<file path="config.mk">
export PLATFORM = sky130hd
export DESIGN_NAME = ram_port_arbiter
export DESIGN_NICKNAME = d
export VERILOG_FILES = /design/src/rtl/ram_port_arbiter.sv
export SDC_FILE = /design/constraint.sdc
export NUM_CORES = 1
export LEC_CHECK = 0
export ABC_AREA = 1
export BUFFER_PORTS_ARGS = -buffer_cell sky130_fd_sc_hd__buf_2
export CAP_MARGIN = 20
export CELL_PAD_IN_SITES_DETAIL_PLACEMENT = 1
export CELL_PAD_IN_SITES_GLOBAL_PLACEMENT = 1
export CORE_ASPECT_RATIO = 0.75
export CORE_MARGIN = 5
export CORE_UTILIZATION = 20
export DETAILED_ROUTE_END_ITERATION = 6
export PLACE_DENSITY_LB_ADDON = 0.1
export SLEW_MARGIN = 20
export SYNTH_ARGS = -nofsm -noshare
export SYNTH_HDL_FRONTEND = slang
export SYNTH_SLANG_ARGS = --single-unit
</file>
<file path="constraint.sdc">
create_clock -name clk -period 1.7 [get_ports clk]
set_input_delay 0 -clock clk [delete_from_list [all_inputs] [get_ports clk]]
set_output_delay 0 -clock clk [all_outputs]
set_load 0.005 [all_outputs]
</file>
<file path="src/rtl/ram_port_arbiter.sv">
// Round-robin arbiter sharing RAM port A between a pixel engine (0) and a host (1).
// Bursts are capped at MAX_BURST beats only while the other requester is waiting.
module ram_port_arbiter #(
   parameter int unsigned ADDR_SIZE = 16,
   parameter int unsigned DATA_SIZE = 32,
   parameter int unsigned MAX_BURST = 8
) (
   input  logic                 clk,
   input  logic                 nRST,
   input  logic                 req0,
   input  logic                 req1,
   input  logic                 we0,
   input  logic                 we1,
   input  logic [ADDR_SIZE-1:0] addr0,
   input  logic [ADDR_SIZE-1:0] addr1,
   input  logic [DATA_SIZE-1:0] wdata0,
   input  logic [DATA_SIZE-1:0] wdata1,
   output logic                 gnt0,
   output logic                 gnt1,
   output logic                 rvalid0,
   output logic                 rvalid1,
   output logic [DATA_SIZE-1:0] rdata0,
   output logic [DATA_SIZE-1:0] rdata1,
   output logic [ADDR_SIZE-1:0] addr_A,
   output logic [DATA_SIZE-1:0] data_in_A,
   output logic                 w_e_A,
   input  logic [DATA_SIZE-1:0] data_out_A
);

   localparam int unsigned CNT_W = (MAX_BURST > 1) ? $clog2(MAX_BURST) : 1;
   localparam logic [CNT_W-1:0] CNT_LAST = CNT_W'(MAX_BURST - 1);

   typedef enum logic [1:0] {IDLE, G0, G1} state_t;

   state_t               state;
   logic [CNT_W-1:0]     cnt;
   logic                 last_served;
   logic [ADDR_SIZE-1:0] addr_hold;
   logic                 acc0;
   logic                 acc1;
   logic                 burst_end;

   assign gnt0      = (state == G0);
   assign gnt1      = (state == G1);
   assign acc0      = req0 && gnt0;
   assign acc1      = req1 && gnt1;
   assign burst_end = (cnt == CNT_LAST);
   assign rdata0    = data_out_A;
   assign rdata1    = data_out_A;

   // RAM port A follows the granted requester; address holds when no beat is accepted
   always_comb begin
      addr_A    = addr_hold;
      w_e_A     = 1'b0;
      data_in_A = (state == G1) ? wdata1 : wdata0;
      if (acc0) begin
         addr_A = addr0;
         w_e_A  = we0;
      end else if (acc1) begin
         addr_A = addr1;
         w_e_A  = we1;
      end
   end

   always_ff @(posedge clk or negedge nRST) begin
      if (!nRST) begin
         state       <= IDLE;
         cnt         <= '0;
         last_served <= 1'b1;
         rvalid0     <= 1'b0;
         rvalid1     <= 1'b0;
         addr_hold   <= '0;
      end else begin
         rvalid0 <= acc0 && !we0;
         rvalid1 <= acc1 && !we1;
         if (acc0) begin
            addr_hold <= addr0;
         end else if (acc1) begin
            addr_hold <= addr1;
         end

         unique case (state)
            IDLE: begin
               cnt <= '0;
               if (req0 && req1) begin
                  state <= last_served ? G0 : G1;
               end else if (req0) begin
                  state <= G0;
               end else if (req1) begin
                  state <= G1;
               end
            end
            G0: begin
               if (!req0) begin
                  cnt         <= '0;
                  last_served <= 1'b0;
                  state       <= req1 ? G1 : IDLE;
               end else if (burst_end) begin
                  // uncontended bursts simply wrap the counter and keep the grant
                  cnt <= '0;
                  if (req1) begin
                     state       <= G1;
                     last_served <= 1'b0;
                  end
               end else begin
                  cnt <= cnt + CNT_W'(1);
               end
            end
            G1: begin
               if (!req1) begin
                  cnt         <= '0;
                  last_served <= 1'b1;
                  state       <= req0 ? G0 : IDLE;
               end else if (burst_end) begin
                  cnt <= '0;
                  if (req0) begin
                     state       <= G0;
                     last_served <= 1'b1;
                  end
               end else begin
                  cnt <= cnt + CNT_W'(1);
               end
            end
            default: begin
               state <= IDLE;
               cnt   <= '0;
            end
         endcase
      end
   end

endmodule

</file>
==> results of run 1 <==
-- power by group --
part / total, W / leakage [nW] / internal, W / switching, W
clock network: 0.000690 / 0.0511 / 0.000469 / 0.000222
registers: 0.000931 / 0.290 / 0.000832 / 0.0000992
logic: 0.00268 / 1.34 / 0.00124 / 0.00144
total: 0.00430 / 1.68 / 0.00254 / 0.00176
-- flip-flops by register name, indices dropped and copies added (netlist names) --
register,count
cnt,3
last_served,1
rvalid1,1
rvalid0,1
state,2
addr_hold,16
-- cell usage after synthesis (all sizes together) --
master / n
dfrtp: 23
ha: 6
a21oi: 4
nand3: 3
clkbuf: 3
nor4: 1
dfstp: 1
buf: 73
nor2: 24
nand2: 149
a31oi: 16
o21ai: 2
inv: 8
-- layer usage --
metal  GRT usage [%]  part of all wire (%)  up-vias
li1                -                     -     1115
met1           12.43                    38     1029
met2           23.29                    53       71
met3           2.871                   6.3       20
met4           3.344                   2.2        0
met5               0                     0        -
-- worst paths after layout --
kind,start,endpoint,depth (start not counted)
max in group asynchronous,nRST,state[0],2
min in group asynchronous,nRST,cnt[2],2
worst min-delay path,data_out_A[3],rdata1[3],0
worst min register to register,cnt[0],cnt[0],1
worst max register to register,state[0],last_served,9
worst max-delay path,state[1],addr_A[1],7
-- cells in the final DEF (no fill, tap or decap), types with 2 or more instances in the layout --
cell	instances
a21oi_1	3
a31oi_1	4
a31oi_2	8
a31oi_4	4
buf_12	2
buf_2	154
buf_4	9
buf_6	2
clkbuf_16	3
dfrtp_1	22
dlygate4sd3_1	4
ha_1	4
ha_4	2
inv_1	5
inv_2	2
nand2_1	146
nand2_4	4
nand3_1	3
nor2_1	24
o21ai_0	2
-- stage by stage --
stage,area (um^2),hold slack (ps)
final,2957,0.002649
after global routing,2957,0.01257
after CTS,2868,0.05361
after detailed placement,2525,0.05361
after global placement,2525,0.05361
after floorplan,2090,-295.6
-- repair_timing --
action,4_1_cts,5_1_grt
endpoints found under the setup margin,47,40
setup buffers,8,1
hold buffers,4,0
gates resized for setup,16,16
hold endpoints to repair,26,0
cloned,3,0
pin swaps,1,1
-- layout make-up --
class | instances | share of cell area (%)
clock buffers | 3 | 2.539
multi-input cells | 206 | 35.46
repair inverters | 1 | 0.2962
repair buffers | 173 | 33.26
inverters | 8 | 1.270
flip-flops and latches | 24 | 20.40
clock inverters | 1 | 1.016
well taps | 136 | 5.755
-- cell families after synthesis --
family / synth area share [%]
AND/OR/NAND/NOR: 32.93
buffers and inverters: 28.26
flip-flops: 28.80
AO/OA/AOI/OAI: 6.407
adder cells (fa/ha/maj): 3.593
==> metrics, run 1 <==
CTS sink cnt=24; Syn Area/Cell=6.676 um^2; CTS Root Cell=clkbuf_16; Critical Path Start Type=flip-flop; Initial Util=20.39%; Leak Pwr=approximately 1.7 nW; Syn Std Cell Area=between 2000 and 2500 um^2; DR vias=roughly 2200; Die Wd=around 130 um; setup violators final=0; Slew headroom=60.39%; Core ar.=a little over 10000 um^2; fill count=~1300; fraction of layout cells with a size suffix above 1=47.60%; Final Slew Violations=0; total track usage=between 10% and 20%; first-pass GRT wire length=about 12000 um; clock buffer depth=2; Finished Layout Cells=552; area of the multi-input gates=about 1000 um^2; Crit path arrival time=1670 ps; Synth warnings=0; Routed Antenna Nets=0; 1st-iter DRT viols=45; Critical Path RT=1700 ps; RD Place Congestion=just under 0.8; drt first pass iters=3; Net Count, Synth=roughly 450; crit path time final=around 1700 ps; outcome=completed; die footprint=between 10000 and 15000 um^2; Pwr per Cell Area=about 1500 nW/um^2; Crit Path Max Fanout=6; vias in the first global route=~2400; flip-flop and latch area=a little over 600 um^2; register area share after synthesis=between 20% and 30%; worst-skew pair later-pin latency=around 260 ps; largest net degree at the start of global routing=35; Max Clk Rate=between 500 and 600 MHz; Syn Inst Count=between 300 and 400; critical-path cell list=buf_4 > ha_4 > nand2_4 > buf_4 > nand2_1 > a31oi_1 > buf_2; cell taking the most area after synthesis=dfrtp_1; DR vias/cell=slightly above 4; CP max stage delay=roughly 400 ps; Critical Path End Type=output pin; CTS Buf Count=3; WS Path Type=flip-flop to output pin; diode count=0; Fin Setup TNS=0 ps; Area contributors post-synth=dfrtp_1 28%, nand2_1 26%, buf_4 23%, a31oi_1 4.8%, nor2_1 4.3%; Most common cell on crit path=buf_4; fin crit share=98.35%; drc violations=0; Final Util=a little under 30%; PnR Total Power=about 0.0043 W; clock skew=~4.2 ps; post-DP HPWL=between 5000 and 6000 um; CTS tree=yes; die height=just under 100 um; I/O pins=roughly 250; routed wire length per instance=between 10 and 15 um; Final Routed Wirelength=between 8000 and 9000 um; initial antenna violation count=0; Worst path slowest cell=dfrtp_1; RSZ-0062 raised after global routing=yes; share of the synthesized area in the top cell type=around 28%; Final #Nets=roughly 560; Inst Count DP=approximately 530; Synth cell types=20; Peak VDD IR=approximately 0.62 mV; worst min path class=primary input to output pin; Seq cells post-synth=24; worst setup margin=28.12 ps; Port-buffer cells=about 150; GRT Residual Overflow=0; Hold Vio Cnt, Final=0; Row Count=32; Worst-path clk slew=~70 ps; Area Overhead vs Synth=41.50%; reg-to-reg slack, setup=220 ps; htree depth=1; Worst Setup Slack post-DPL=between 80 and 90 ps; Top delay family on crit path=buffers and inverters; Buf/Inv on CP=3; max-cap violations=0; worst slew pin tran=a little under 600 ps
Note: power is estimated with default switching activity, not from simulation.
==> run 2, diff against run 1 <==
ABC_AREA = not set   (was 1)
CORE_UTILIZATION = 22   (was 20)
==> run 2 against run 1 <==
Register-to-register slack got worse by 100 ps. Fmax decreased by 0.68%. Clock-buffer cell count increased by 1. Cell area increased by 1.9%. Die area decreased by 6.8%.
==> metrics, run 2 <==
Hold Vio Cnt, Final=0; clock skew=about 1.9 ps; Synth warnings=0; critical-path cell list=buf_6 > ha_4 > nand2_4 > buf_8 > mux2i_2 > o21ai_2 > buf_2; leading cell type in the layout, fill and taps excluded=buf_2; Buf/Inv on CP=3; Inst Count DP=436; Final Slew Violations=0; CTS tree=yes; Seq cells post-synth=24; Syn Inst Count=220; 1st-iter DRT viols=between 40 and 50; count leader, synth=buf_4; clock buffer depth=2; I/O pins=251; commonest cells after routing, fill and taps aside=154 x buf_2, 32 x mux2_2, 22 x dfrtp_1; hold path depth=0; Crit Path Max Fanout=8; CTS Buf Count=3; metal3 WL=469 um; Port-buffer cells=roughly 150; Peak VDD IR=0.4149 mV; WS Path Type=flip-flop to output pin; Top delay family on crit path=buffers and inverters; Max Clk Rate=between 500 and 600 MHz; Slew headroom=around three fifths; outcome=completed; fraction of layout cells with a size suffix above 1=~68%; initial antenna violation count=0; Crit path arrival time=around 1700 ps; worst-skew pair later-pin latency=between 200 and 300 ps; Area Overhead vs Synth=41.56%; CTS Root Cell=clkbuf_16; total track usage=approximately 11%; Synth top cells by count=67 x buf_4, 32 x mux2_2, 23 x dfrtp_1; Critical Path Start Type=flip-flop; Final #Nets=roughly 480; htree depth=1; Worst Setup Slack post-DPL=between 70 and 80 ps; Critical Path End Type=output pin; final instance area=3013 um^2; Crit. path cell count=7; die footprint=approximately 12000 um^2; GRT Residual Overflow=0; largest net degree at the start of global routing=25; max reg flops=16; Area contributors post-synth=dfrtp_1 27%, buf_4 24%, mux2_2 17%, mux2i_1 8.0%, ha_1 3.5%; setup violators final=0; worst setup margin=approximately 17 ps; CTS sink cnt=24; routed wire length per instance=approximately 15 um; Worst path slowest cell=dfrtp_1; Final Routed Wirelength=just over 7000 um; Syn Area/Cell=about 9.7 um^2; register area share after synthesis=28.28%; worst reg-to-reg path cell count=7; worst min path class=primary input to output pin; Post-synth EDFFs=0; drc violations=0; Initial Util=22.31%; Top Registers=addr_hold x16, cnt x3, state x2; cell taking the most area after synthesis=dfrtp_1; Pwr per Cell Area=roughly 1300 nW/um^2; diode count=0; Core ar.=around 9500 um^2; Finished Layout Cells=between 400 and 500; CP max stage delay=around 400 ps; Leak Pwr=1.584 nW; WL met2=around 3800 um; post-DP HPWL=between 5000 and 6000 um; dpl cell area=between 2000 and 3000 um^2; DR vias/cell=~4.1; Routed Antenna Nets=0; Synth Flop Type=dfrtp_1; worst slew pin tran=572.7 ps; share of the synthesized area in the top cell type=~27%; met1 WL=approximately 2800 um; RD Place Congestion=roughly 0.71; highest routed metal layer=met4; fin crit share=just under 100%; Most flops, register=addr_hold; Worst-path clk slew=roughly 60 ps; Critical Path RT=1700 ps; asr flop ratio synth=between 90% and 100%; Die Wd=between 100 and 150 um; DR vias=1900; RSZ-0062 raised after global routing=yes; first-pass GRT wire length=around 10000 um; die height=approximately 95 um; vias in the first global route=~2000; Net Count, Synth=360; max-cap violations=0; drt first pass iters=3; Synth cell types=28; Syn Std Cell Area=about 2100 um^2; Row Count=31; crit path time final=around 1700 ps
==> run 2: changes by cell type after synthesis, moves of 3 or more <==
cell,change
o21ai_1,+9
inv_1,-3
nand3_1,-3
clkbuf_1,-3
nand2_1,-128
o21ai_0,+7
nand2b_1,+3
a31oi_1,-15
nor2_1,-20
mux2_2,+32
mux2i_1,+17
==> run 2: path summary, 6_finish.rpt <==
check | start | end | slack, ps
hold reg to reg | cnt[0] | cnt[0] | 460
min in group asynchronous | nRST | addr_hold[7] | 300
setup reg to reg | state[0] | state[1] | 120
setup / recovery | state[1] | addr_A[2] | 20
hold / removal | data_out_A[26] | rdata0[26] | 0.002
max in group asynchronous | nRST | state[0] | 980
==> run 2: layer usage <==
| metal | track usage (%) | vias to the layer above |
|---|---|---|
| met5 | 0 | - |
| met4 | 3.134 | 0 |
| met2 | 19.95 | 61 |
| li1 | - | 911 |
| met3 | 2.017 | 18 |
| met1 | 13.87 | 910 |
==> run 2: layout make-up <==
class                   instances  area, um^2
fillers                      1160        6529
repair buffers                184        1125
well taps                     132       165.2
clock buffers                   4       88.84
flip-flops and latches         24       603.1
inverters                       4       15.01
multi-input cells             118        1016
==> run 2: power breakdown <==
| part | internal [W] | total (W) | leakage (nW) | switching [W] |
|---|---|---|---|---|
| combinational | 0.00139 | 0.00252 | 1.24 | 0.00112 |
| clock | 0.000360 | 0.000566 | 0.0442 | 0.000206 |
| sequential | 0.000819 | 0.000920 | 0.299 | 0.000101 |
| total | 0.00257 | 0.00400 | 1.58 | 0.00143 |
==> run 2: per-stage QoR <==
stage | setup TNS, ps | util [%] | hold WS, ps | total power (W)
2_1_floorplan | 0 | - | -295.6 | 0.002283
3_3_place_gp | 0 | 26.76 | 0.05361 | 0.002989
3_5_place_dp | 0 | 26.76 | 0.05361 | 0.003003
4_1_cts | -6.960 | 31.04 | 0.05361 | 0.004016
5_1_grt | -709.1 | 31.58 | 0.01164 | 0.004335
6_report | 0 | 31.58 | 0.001647 | 0.004002
==> run 2: logic make-up after synthesis <==
logic type | count (synthesis) | synth area share, %
AO/OA/AOI/OAI | 28 | 8.054
buffers and inverters | 78 | 27.28
multiplexers | 49 | 24.93
adder cells (fa/ha/maj) | 6 | 3.527
AND/OR/NAND/NOR | 35 | 7.936
flip-flops | 24 | 28.28
==> run 2: timing repair <==
item | CTS | global route
endpoints found under the hold margin | 37 | 1
setup endpoints to repair | 49 | 42
pin swaps | 4 | 4
gates resized for setup | 29 | 5
cloned | 2 | 0
hold buffers | 15 | 1
buffers inserted | 5 | 3
==> run 3, diff against run 2 <==
CELL_PAD_IN_SITES_DETAIL_PLACEMENT = 0   (was 1)
CTS_CLUSTER_DIAMETER = 150   (was not set)
==> run 3 against run 2 <==
Cell area up 1.5%. First-iteration DRC count up 44%. Critical path depth down 1. Largest cell class unchanged. Combinational power about the same. Global-route usage down 1.5 points. Highest routed layer unchanged. Largest power group unchanged. Sequential power about the same. Total power down 0.89%. Via count down 3.3%. Worst setup slack worse by 11 ps. Core utilization up 0.47 points.
==> metrics, run 3 (same netlist as run 2, synthesis figures left out) <==
Final #Nets=~480; worst slew pin tran=568.5 ps; total track usage=under 10%; Pwr per Cell Area=1297 nW/um^2; RSZ-0062 raised after global routing=yes; first-pass GRT wire length=about 9200 um; Final Slew Violations=0; GRT Residual Overflow=0; Net Switching=0.001407 W; Peak VDD IR=0.4633 mV; final instance area=about 3000 um^2; RR Startpoint=state[1]; Row Count=31; reg-to-reg slack, setup=130 ps; die footprint=around 12000 um^2; drt first pass iters=4; Crit Path Max Fanout=17; Port-buffer cells=around 150; critical-path cell list=inv_2 > ha_4 > and2_4 > bufbuf_16 > a22o_1 > buf_2; vias in the first global route=roughly 1700; critical path endpoint=w_e_A; switching share of power=35.47%; Routed Antenna Nets=0; max-cap violations=0; largest net degree at the start of global routing=25; Comb power frac=a little under two thirds; drc violations=0; CTS Buf Count=3; fin crit share=99.64%; Leak Pwr=1.608 nW; setup violators final=0; Crit path arrival time=approximately 1700 ps; leading cell type in the layout, fill and taps excluded=buf_2; DR vias=about 1800; Hold WS=roughly 0.0016 ps; CP Launch Point=state[1]; Slew headroom=just over 60%; CP max stage delay=400 ps; Initial Util=between 20% and 30%; htree depth=1; Hold Vio Cnt, Final=0; Critical Path End Type=output pin; commonest cells after routing, fill and taps aside=154 x buf_2, 30 x mux2_2, 22 x dfrtp_1; Max Clk Rate=~590 MHz; fraction of layout cells with a size suffix above 1=approximately two thirds; Critical Path RT=between 1500 and 2000 ps; dpl cell area=between 2000 and 3000 um^2; CTS sink cnt=24; Die Wd=between 100 and 150 um; CTS Root Cell=clkbuf_16; max reg flops=16; Area Overhead vs Synth=43.68%; Critical R2R Capture=state[1]; worst min path class=primary input to output pin; Top Registers=addr_hold x16, cnt x3, state x2; WL met2=about 3300 um; post-DP HPWL=about 5000 um; met1 WL=~2600 um; fill count=around 1000; clock skew=around 2.7 ps; Most flops, register=addr_hold; CTS tree=yes; clock share of power=approximately an eighth; WS Path Type=flip-flop to output pin; crit path time final=1694 ps; clock buffer depth=2; worst-skew pair later-pin latency=260 ps; outcome=completed; Final Routed Wirelength=~6600 um; 1st-iter DRT viols=59; Core ar.=roughly 9500 um^2; cell internal pwr=approximately 0.0026 W; Seq pwr share=23.2%; die height=95.18 um; Worst path slowest cell=dfrtp_1; Critical Path Start Type=flip-flop; highest routed metal layer=met4; I/O pins=about 250; metal3 WL=451 um; Worst-path clk slew=roughly 60 ps; RD Place Congestion=0.7128; routed wire length per instance=~14 um; DR vias/cell=3.925; diode count=0; initial antenna violation count=0; worst reg-to-reg path cell count=7
[run 3: changes by cell type in the layout (fill, tap and decap cells not counted), sizes merged]
cell         before  now
bufbuf            0    1
buf             168  167
dlygate4sd3      16   18
[run 3: metrics by stage]
| step | setup WS [ps] | TNS (ps) | util (%) | cells | total power, W |
|---|---|---|---|---|---|
| final | 6.084 | 0 | 32.05 | 468 | 0.003967 |
| after global placement | 102.3 | 0 | 26.76 | 436 | 0.002989 |
| after detailed placement | 44.64 | 0 | 26.76 | 436 | 0.002972 |
| after global routing | -63.26 | -755.2 | 32.05 | 468 | 0.004288 |
| after CTS | 3.013 | 0 | 30.66 | 461 | 0.003843 |
| after floorplan | 122.9 | 0 | - | 220 | 0.002283 |
[run 3: layout make-up]
type	count	area [um^2]	share of cell area, %
flip-flops and latches	24	603.1	19.72
repair buffers	186	1155	37.77
inverters	4	15.01	0.4910
clock buffers	4	78.83	2.578
multi-input cells	118	1041	34.04
well taps	132	165.2	5.401
[run 3: power by group through the flow]
stage                     logic (W)  clock network (W)  registers [W]
after global routing        0.00277           0.000572       0.000945
after CTS                   0.00240           0.000546       0.000902
final                       0.00252           0.000522       0.000921
after global placement      0.00208                  0       0.000913
after detailed placement    0.00206                  0       0.000916
after floorplan             0.00139                  0       0.000893
[run 3: worst min path at each step]
stage,cells past startpoint,from,slack [ps],end
2_1_floorplan,0,nRST,-300,addr_hold[0]
3_3_place_gp,0,data_out_A[30],0.05,rdata0[30]
3_5_place_dp,0,data_out_A[30],0.05,rdata0[30]
4_1_cts,0,data_out_A[30],0.05,rdata0[30]
5_1_grt,0,data_out_A[8],0.01,rdata1[8]
6_report,0,data_out_A[26],0.002,rdata0[26]
[run 3: what timing repair did]
action                                  4_1_cts  5_1_grt
gates resized for setup                      20       18
cloned                                        2        0
endpoints found under the setup margin       49       40
hold buffers                                 15        3
endpoints found under the hold margin        37        3
buffers inserted                              4        4
pin swaps                                     3        2
[run 3: routing by layer]
metal,up-vias,GRT usage (%)
met3,20,1.898
met2,63,16.92
met4,0,3.502
met5,-,0
met1,832,12.01
li1,922,-
[run 3: critical path: cells and delay by family, from the launching register on]
kind	cells	cell delay, ps
AOI/OAI and AO/OA	1	230
adders and majority gates	1	160
buffers and inverters	3	490
DFF	1	400
and+or+nand+nor	1	170
